## src/rtl/trace_commit_encoder.sv

```systemverilog
// ---------------------------------------------------------------------------
// trace_commit_encoder
//
// Turns CPU writeback activity into a byte stream of commit records that a
// host script converts back into the unit-test bench trace lines.
//
// Each sampled cycle (after the warm-up window, with en=1) gets the next
// cycle index. If a writeback strobe is active in that cycle, exactly one
// record is built, with priority GPR > HI/LO > CP0. The record is queued in
// a small FIFO and then serialized big-endian, one byte per handshake.
//
// Record layouts on the wire:
//   GPR   : 0x01, index[4], addr[1], data[4]   (10 bytes)
//   HI/LO : 0x02, index[4], hi[4],   lo[4]     (13 bytes)
//   CP0   : 0x03, index[4], addr[1], data[4]   (10 bytes)
// The host infers skipped cycles from gaps in the index sequence.
//
// Ports
//   clk               system clock, rising edge
//   rst               asynchronous active-low reset
//   en                trace enable; 0 = no sampling, index holds
//   reg_write_*       GPR writeback strobe / address / data
//   hilo_we, hi_data, lo_data   HI/LO writeback strobe and values
//   cp0_we, cp0_waddr, cp0_wdata CP0 writeback strobe / address / data
//   tx_data, tx_valid, tx_ready byte stream towards UART / debug link
//   overflow          sticky, set when a record was dropped (FIFO full)
//   dropped_count     number of dropped records, saturates at 0xFFFF
//   cycle_index       last assigned cycle index
// ---------------------------------------------------------------------------
module trace_commit_encoder #(
    parameter int FIFO_DEPTH  = 16,
    parameter int START_DELAY = 5
) (
    input  logic        clk,
    input  logic        rst,
    input  logic        en,
    input  logic        reg_write_enable,
    input  logic [4:0]  reg_write_addr,
    input  logic [31:0] reg_write_data,
    input  logic        hilo_we,
    input  logic [31:0] hi_data,
    input  logic [31:0] lo_data,
    input  logic        cp0_we,
    input  logic [4:0]  cp0_waddr,
    input  logic [31:0] cp0_wdata,
    output logic [7:0]  tx_data,
    output logic        tx_valid,
    input  logic        tx_ready,
    output logic        overflow,
    output logic [15:0] dropped_count,
    output logic [31:0] cycle_index
);

    localparam int PW = $clog2(FIFO_DEPTH);
    localparam int EW = 2 + 32 + 64;           // {type, index, payload}
    localparam logic [PW:0]  DEPTH_C    = (PW + 1)'(FIFO_DEPTH);
    localparam logic [15:0]  WARM_LIMIT = 16'(START_DELAY);

    localparam logic [1:0] REC_GPR  = 2'd1;
    localparam logic [1:0] REC_HILO = 2'd2;
    localparam logic [1:0] REC_CP0  = 2'd3;

    typedef enum logic {S_IDLE, S_SEND} state_t;

    // -----------------------------------------------------------------------
    // Warm-up window and cycle index
    // -----------------------------------------------------------------------
    logic [15:0] warm_cnt;
    logic        warm_done;
    logic        sample;
    logic [31:0] index_next;

    assign warm_done  = (warm_cnt == WARM_LIMIT);
    assign sample     = warm_done & en;
    assign index_next = cycle_index + 32'd1;   // wraps 0xFFFFFFFF -> 0

    // NOTE: sequential state uses non-blocking assignments so every register
    // sees the pre-edge values of the others, independent of process order.
    always_ff @(posedge clk or negedge rst) begin
        if (!rst) begin
            warm_cnt    <= '0;
            cycle_index <= '0;
        end else begin
            if (!warm_done)
                warm_cnt <= warm_cnt + 16'd1;
            if (sample)
                cycle_index <= index_next;
        end
    end

    // -----------------------------------------------------------------------
    // Event select: one record per cycle, lower-priority strobes are ignored
    // -----------------------------------------------------------------------
    logic        ev_valid;
    logic [1:0]  ev_type;
    logic [63:0] ev_payload;

    // NOTE: every signal written here gets a default first, so no path can
    // leave it unassigned and infer a latch.
    always_comb begin
        ev_valid   = 1'b0;
        ev_type    = REC_GPR;
        ev_payload = '0;
        if (reg_write_enable) begin
            ev_valid   = 1'b1;
            ev_type    = REC_GPR;
            ev_payload = {27'd0, reg_write_addr, reg_write_data};
        end else if (hilo_we) begin
            ev_valid   = 1'b1;
            ev_type    = REC_HILO;
            ev_payload = {hi_data, lo_data};
        end else if (cp0_we) begin
            ev_valid   = 1'b1;
            ev_type    = REC_CP0;
            ev_payload = {27'd0, cp0_waddr, cp0_wdata};
        end
    end

    // -----------------------------------------------------------------------
    // Record FIFO
    // -----------------------------------------------------------------------
    logic [EW-1:0] mem [FIFO_DEPTH];
    logic [PW-1:0] wr_ptr;
    logic [PW-1:0] rd_ptr;
    logic [PW:0]   fifo_count;
    logic          fifo_full;
    logic          fifo_empty;
    logic          push_req;
    logic          push;
    logic          pop;
    logic [EW-1:0] head;

    assign fifo_full  = (fifo_count == DEPTH_C);
    assign fifo_empty = (fifo_count == '0);
    assign push_req   = sample & ev_valid;
    // Fullness is judged before any same-edge pop.
    assign push       = push_req & ~fifo_full;
    assign head       = mem[rd_ptr];

    // NOTE: the storage array has no reset; emptiness is tracked by the
    // pointers and count, so stale entries are never observed.
    always_ff @(posedge clk) begin
        if (push)
            mem[wr_ptr] <= {ev_type, index_next, ev_payload};
    end

    always_ff @(posedge clk or negedge rst) begin
        if (!rst) begin
            wr_ptr        <= '0;
            rd_ptr        <= '0;
            fifo_count    <= '0;
            overflow      <= 1'b0;
            dropped_count <= '0;
        end else begin
            if (push)
                wr_ptr <= wr_ptr + 1'b1;
            if (pop)
                rd_ptr <= rd_ptr + 1'b1;
            case ({push, pop})
                2'b10:   fifo_count <= fifo_count + 1'b1;
                2'b01:   fifo_count <= fifo_count - 1'b1;
                default: fifo_count <= fifo_count;
            endcase
            if (push_req && fifo_full) begin
                overflow <= 1'b1;
                if (dropped_count != 16'hFFFF)
                    dropped_count <= dropped_count + 16'd1;
            end
        end
    end

    // -----------------------------------------------------------------------
    // Serializer: records are left-aligned in a 13-byte shift register so the
    // current byte is always the top byte.
    // -----------------------------------------------------------------------
    state_t       state;
    state_t       state_next;
    logic         load;
    logic [103:0] shreg;
    logic [3:0]   byte_cnt;
    logic [103:0] load_rec;
    logic [3:0]   load_len;

    always_comb begin
        if (head[97:96] == REC_HILO) begin
            load_rec = {8'h02, head[95:64], head[63:0]};
            load_len = 4'd13;
        end else begin
            load_rec = {6'd0, head[97:96], head[95:64], head[39:0], 24'd0};
            load_len = 4'd10;
        end
    end

    always_ff @(posedge clk or negedge rst) begin
        if (!rst)
            state <= S_IDLE;
        else
            state <= state_next;
    end

    always_comb begin
        state_next = state;
        load       = 1'b0;
        tx_valid   = 1'b0;
        tx_data    = 8'h00;
        case (state)
            S_IDLE: begin
                if (!fifo_empty) begin
                    load       = 1'b1;
                    state_next = S_SEND;
                end
            end
            S_SEND: begin
                tx_valid = 1'b1;
                tx_data  = shreg[103:96];
                if (tx_ready && byte_cnt == 4'd1) begin
                    // Last byte accepted: reload immediately if more are queued.
                    if (!fifo_empty)
                        load = 1'b1;
                    else
                        state_next = S_IDLE;
                end
            end
            default: state_next = S_IDLE;
        endcase
    end

    assign pop = load;

    always_ff @(posedge clk or negedge rst) begin
        if (!rst) begin
            shreg    <= '0;
            byte_cnt <= '0;
        end else if (load) begin
            shreg    <= load_rec;
            byte_cnt <= load_len;
        end else if (state == S_SEND && tx_ready) begin
            shreg    <= {shreg[95:0], 8'h00};
            byte_cnt <= byte_cnt - 4'd1;
        end
    end

endmodule

```

## config.mk

```make
export PLATFORM = sky130hd
export DESIGN_NAME = trace_commit_encoder
export DESIGN_NICKNAME = d
export VERILOG_FILES = /design/src/rtl/trace_commit_encoder.sv
export SDC_FILE = /design/constraint.sdc
export NUM_CORES = 2
export LEC_CHECK = 0
export BUFFER_PORTS_ARGS = -buffer_cell sky130_fd_sc_hd__clkbuf_2
export CAP_MARGIN = 20
export CORE_ASPECT_RATIO = 0.7
export CORE_MARGIN = 1.5
export CORE_UTILIZATION = 55
export CTS_CLUSTER_DIAMETER = 100
export DETAILED_ROUTE_END_ITERATION = 8
export MAX_ROUTING_LAYER = met4
export PLACE_DENSITY = 0.77
export SYNTH_ARGS = -nofsm -noshare
export SYNTH_HDL_FRONTEND = slang
export SYNTH_SLANG_ARGS = --single-unit
```

## constraint.sdc

```tcl
create_clock -name clk -period 11.7 [get_ports clk]
set_input_delay 2.34 -clock clk [delete_from_list [all_inputs] [get_ports clk]]
set_output_delay 2.34 -clock clk [all_outputs]
set_load 0.005 [all_outputs]
```

==> impl_metrics.py <==
metrics = {
    "route": {
        "wl_met3_um": 16000,
        "via_per_inst": 6.48,
        "ant_nets": 0,
        "first_iter_violations": 4767,
        "firstDrtPassIters": 6,
        "drc": 0,
        "vias": 35700,
        "highest_layer": "met4",
        "wl_per_cell_um": 29.9,
        "wl_met1_um": 67200,
        "wl_met2_um": 78200,
        "drt_wl_total_um": 165000,
    },
    "floorplanning": {
        "dieArea_um2": 128000,
        "initial_core_util_pct": 55.6,
        "die_w_um": 427,
        "io_pins": 203,
        "rows": 108,
        "core_area_um2": 124000,
        "chipHeight_um": 300,
    },
    "cells_and_area": {
        "final_common_cell": "edfxtp_1",
        "design_area_um2": 77400,
        "drive_gt1_share_pct": 26.8,
        "areaGrowthSynthToFinish_pct": 12.1,
        "layout_common_cells": "1568 x edfxtp_1, 434 x mux4_2, 221 x nand2_1, 200 x clkbuf_2, 183 x dfrtp_1",
        "num-nets-final": 3895,
    },
    "place": {
        "dp_hpwl_um": 88800,
        "gp_congestion": 0.839,
        "portBuffers": 202,
        "placed_area_um2": 72300,
    },
    "sta": {
        "slew_violations": 0,
        "maxSlewHeadroom_pct": 25.8,
        "final.min_clock_period_ns": 6.16,
        "grt_setup_unrepaired": "false",
        "hold_slack_ns": 0.462,
        "fmax_mhz": 162,
        "hold_viol": 0,
        "finClkSkew_ns": 0.0243,
        "finalSetupViolations": 0,
        "worst_slew_pin_slew_ns": 1.11,
        "final.setup.tns_ns": 0,
        "period_share_pct": 52.7,
    },
    "pwr": {
        "power_density_nw_per_um2": 221,
        "combPwrFrac_pct": 23.4,
        "ir_worst_vdd_v": 0.000176,
        "p_int_mw": 12.2,
        "power.leakage_nw": 25.9,
        "p_seq_share_pct": 46.5,
        "p_sw_mw": 4.87,
        "p_sw_share_pct": 28.5,
        "p_clk_share_pct": 30.1,
    },
    "cts": {
        "post-cts-setup-buffers": 0,
        "cts_buffers": 159,
        "cts_buffer_depth": 3,
        "cts_sinks": 1755,
        "tritoncts": "built",
        "cts-root-buf": "clkbuf_16",
        "cts_hold_buf": 0,
        "clkTransAtPathRegs_ns": 0.06,
        "htree_levels": 4,
        "clk_latency_ns": 0.79,
        "cts.repair.resized": 0,
    },
    "synthesis": {
        "synth_edf_count": 1568,
        "avgSynthCellArea_um2": 20.1,
        "ys_seq_elements": 1755,
        "synth.yosys.seq_area_share_pct": 74.9,
        "synth_nets": 3601,
        "synth_area_um2": 69100,
        "async_flop_share_pct": 10.7,
        "synth_cell_types": 57,
        "synth_flop_cell": "edfxtp_1",
        "ys_warn_count": 0,
        "netlist_instances": 3441,
    },
    "hold_path": {
        "hold_depth": 2,
        "hold_class": "reg2reg",
    },
    "critical_path": {
        "cp-start-kind": "primary input",
        "cpMaxStageDelayCell": "buf_4",
        "worstPathRequired_ns": 12.11,
        "endpoint_kind": "flop",
        "crit_chain": "clkbuf_2 -> nor3_2 -> a211oi_2 -> nand2_1 -> nor2_4 -> buf_4 -> buf_4",
        "critPathKind": "in2reg",
        "cpMostUsedCell": "buf_4",
        "arrival_ns": 6.57,
        "crit_path_max_incr_delay_ns": 0.80,
        "reg2reg_depth": 14,
        "worstPathMaxFanout": 42,
    },
    "global_routing": {
        "antenna_found_initial": 1,
        "grt_max_degree": 122,
        "grt_pass1_wl_um": 242000,
        "first_global_vias": 35500,
        "gr-usage-all-layers_pct": 27.0,
        "grt_overflow_total": 0,
    },
    "run": {
        "max-cap-violations": 0,
    },
    "status": {
        "status": "complete, no violations",
    },
}
-- power by group through the flow --
stage / Combinational (mW) / Sequential, mW / Clock [mW]
global route: 4.25 / 7.98 / 5.43
floorplan: 2.87 / 7.95 / 0
CTS: 4.02 / 7.94 / 5.21
global placement: 3.90 / 8.01 / 0
finish: 4.00 / 7.94 / 5.15
detailed placement: 3.96 / 8.04 / 0
-- through the flow --
| stage | cells | total power [mW] | worst slack, ns | util, % |
|---|---|---|---|---|
| 6_report | 5515 | 17.1 | 5.54 | 62.3 |
| 3_3_place_gp | 5210 | 11.9 | 4.84 | 58.1 |
| 2_1_floorplan | 3441 | 10.8 | 0.848 | - |
| 4_1_cts | 5502 | 17.2 | 5.61 | 62.2 |
| 3_5_place_dp | 5212 | 12.0 | 4.78 | 58.1 |
| 5_1_grt | 5515 | 17.7 | 5.35 | 62.3 |
-- layer usage --
| layer | GRT usage (%) | up-vias |
|---|---|---|
| li1 | - | 14600 |
| met4 | 6.87 | 0 |
| met1 | 40.0 | 18700 |
| met5 | - | - |
| met3 | 3.88 | 234 |
| met2 | 40.2 | 2179 |
-- path summary, 6_finish.rpt --
check | from | to | slack [ns]
worst min register to register | shreg[99] | shreg[99] | 0.46
min in group asynchronous | rst | cycle_index[28] | 1.58
worst max register to register | fifo_count[1] | fifo_count[4] | 6.66
max in group asynchronous | rst | rd_ptr[3] | 8.44
worst min-delay path | shreg[99] | shreg[99] | 0.46
worst max-delay path | hilo_we | mem[15][68] | 5.54
-- critical path, delay by kind of cell --
family / cells / cell delay [ns]
buf+inv: 3 / 2.22
simple gates: 3 / 1.30
compound gates: 1 / 0.59
-- registers in the layout, indices dropped and copies added, names as in the netlist --
name	count
warm_cnt	16
fifo_count	5
shreg	104
rd_ptr	4
dropped_count	16
wr_ptr	4
state	1
byte_cnt	4
cycle_index	32
mem	1568
overflow	1
-- cells by family after synthesis --
group	after synthesis	synth area share, %
XOR/XNOR	105	1.33
multiplexers	495	15.1
buffers and inverters	212	1.60
flip-flops	1755	74.9
AND/OR/NAND/NOR	527	3.56
AO/OA/AOI/OAI	332	3.27
adder cells (fa/ha/maj)	15	0.272
-- synthesized netlist by cell type (all sizes together) (21+ instances only) --
| cell type | instances | area [um2] |
|---|---|---|
| nand3 | 43 | 215 |
| nand4 | 22 | 138 |
| nor2 | 116 | 438 |
| a221oi | 37 | 343 |
| clkbuf | 87 | 327 |
| a21oi | 60 | 300 |
| a211oi | 23 | 178 |
| xnor2 | 61 | 534 |
| o21ai | 73 | 365 |
| nor2b | 27 | 169 |
| a22oi | 114 | 856 |
| edfxtp | 1568 | 47100 |
| and2 | 39 | 244 |
| xor2 | 44 | 385 |
| and3 | 21 | 131 |
| buf | 110 | 722 |
| nand2 | 221 | 830 |
| mux4 | 435 | 9800 |
| mux2i | 55 | 551 |
| dfrtp | 187 | 4680 |
-- cell type report --
type | count | area [um2]
fillers | 8325 | 46900
inverters | 15 | 61.3
clock inverters | 79 | 738
diodes | 1 | 2.50
flip-flops and latches | 1755 | 51800
repair buffers | 330 | 2050
well taps | 1650 | 2060
multi-input cells | 1474 | 16400
clock buffers | 211 | 4340
Power figures use the tool's default switching activity.
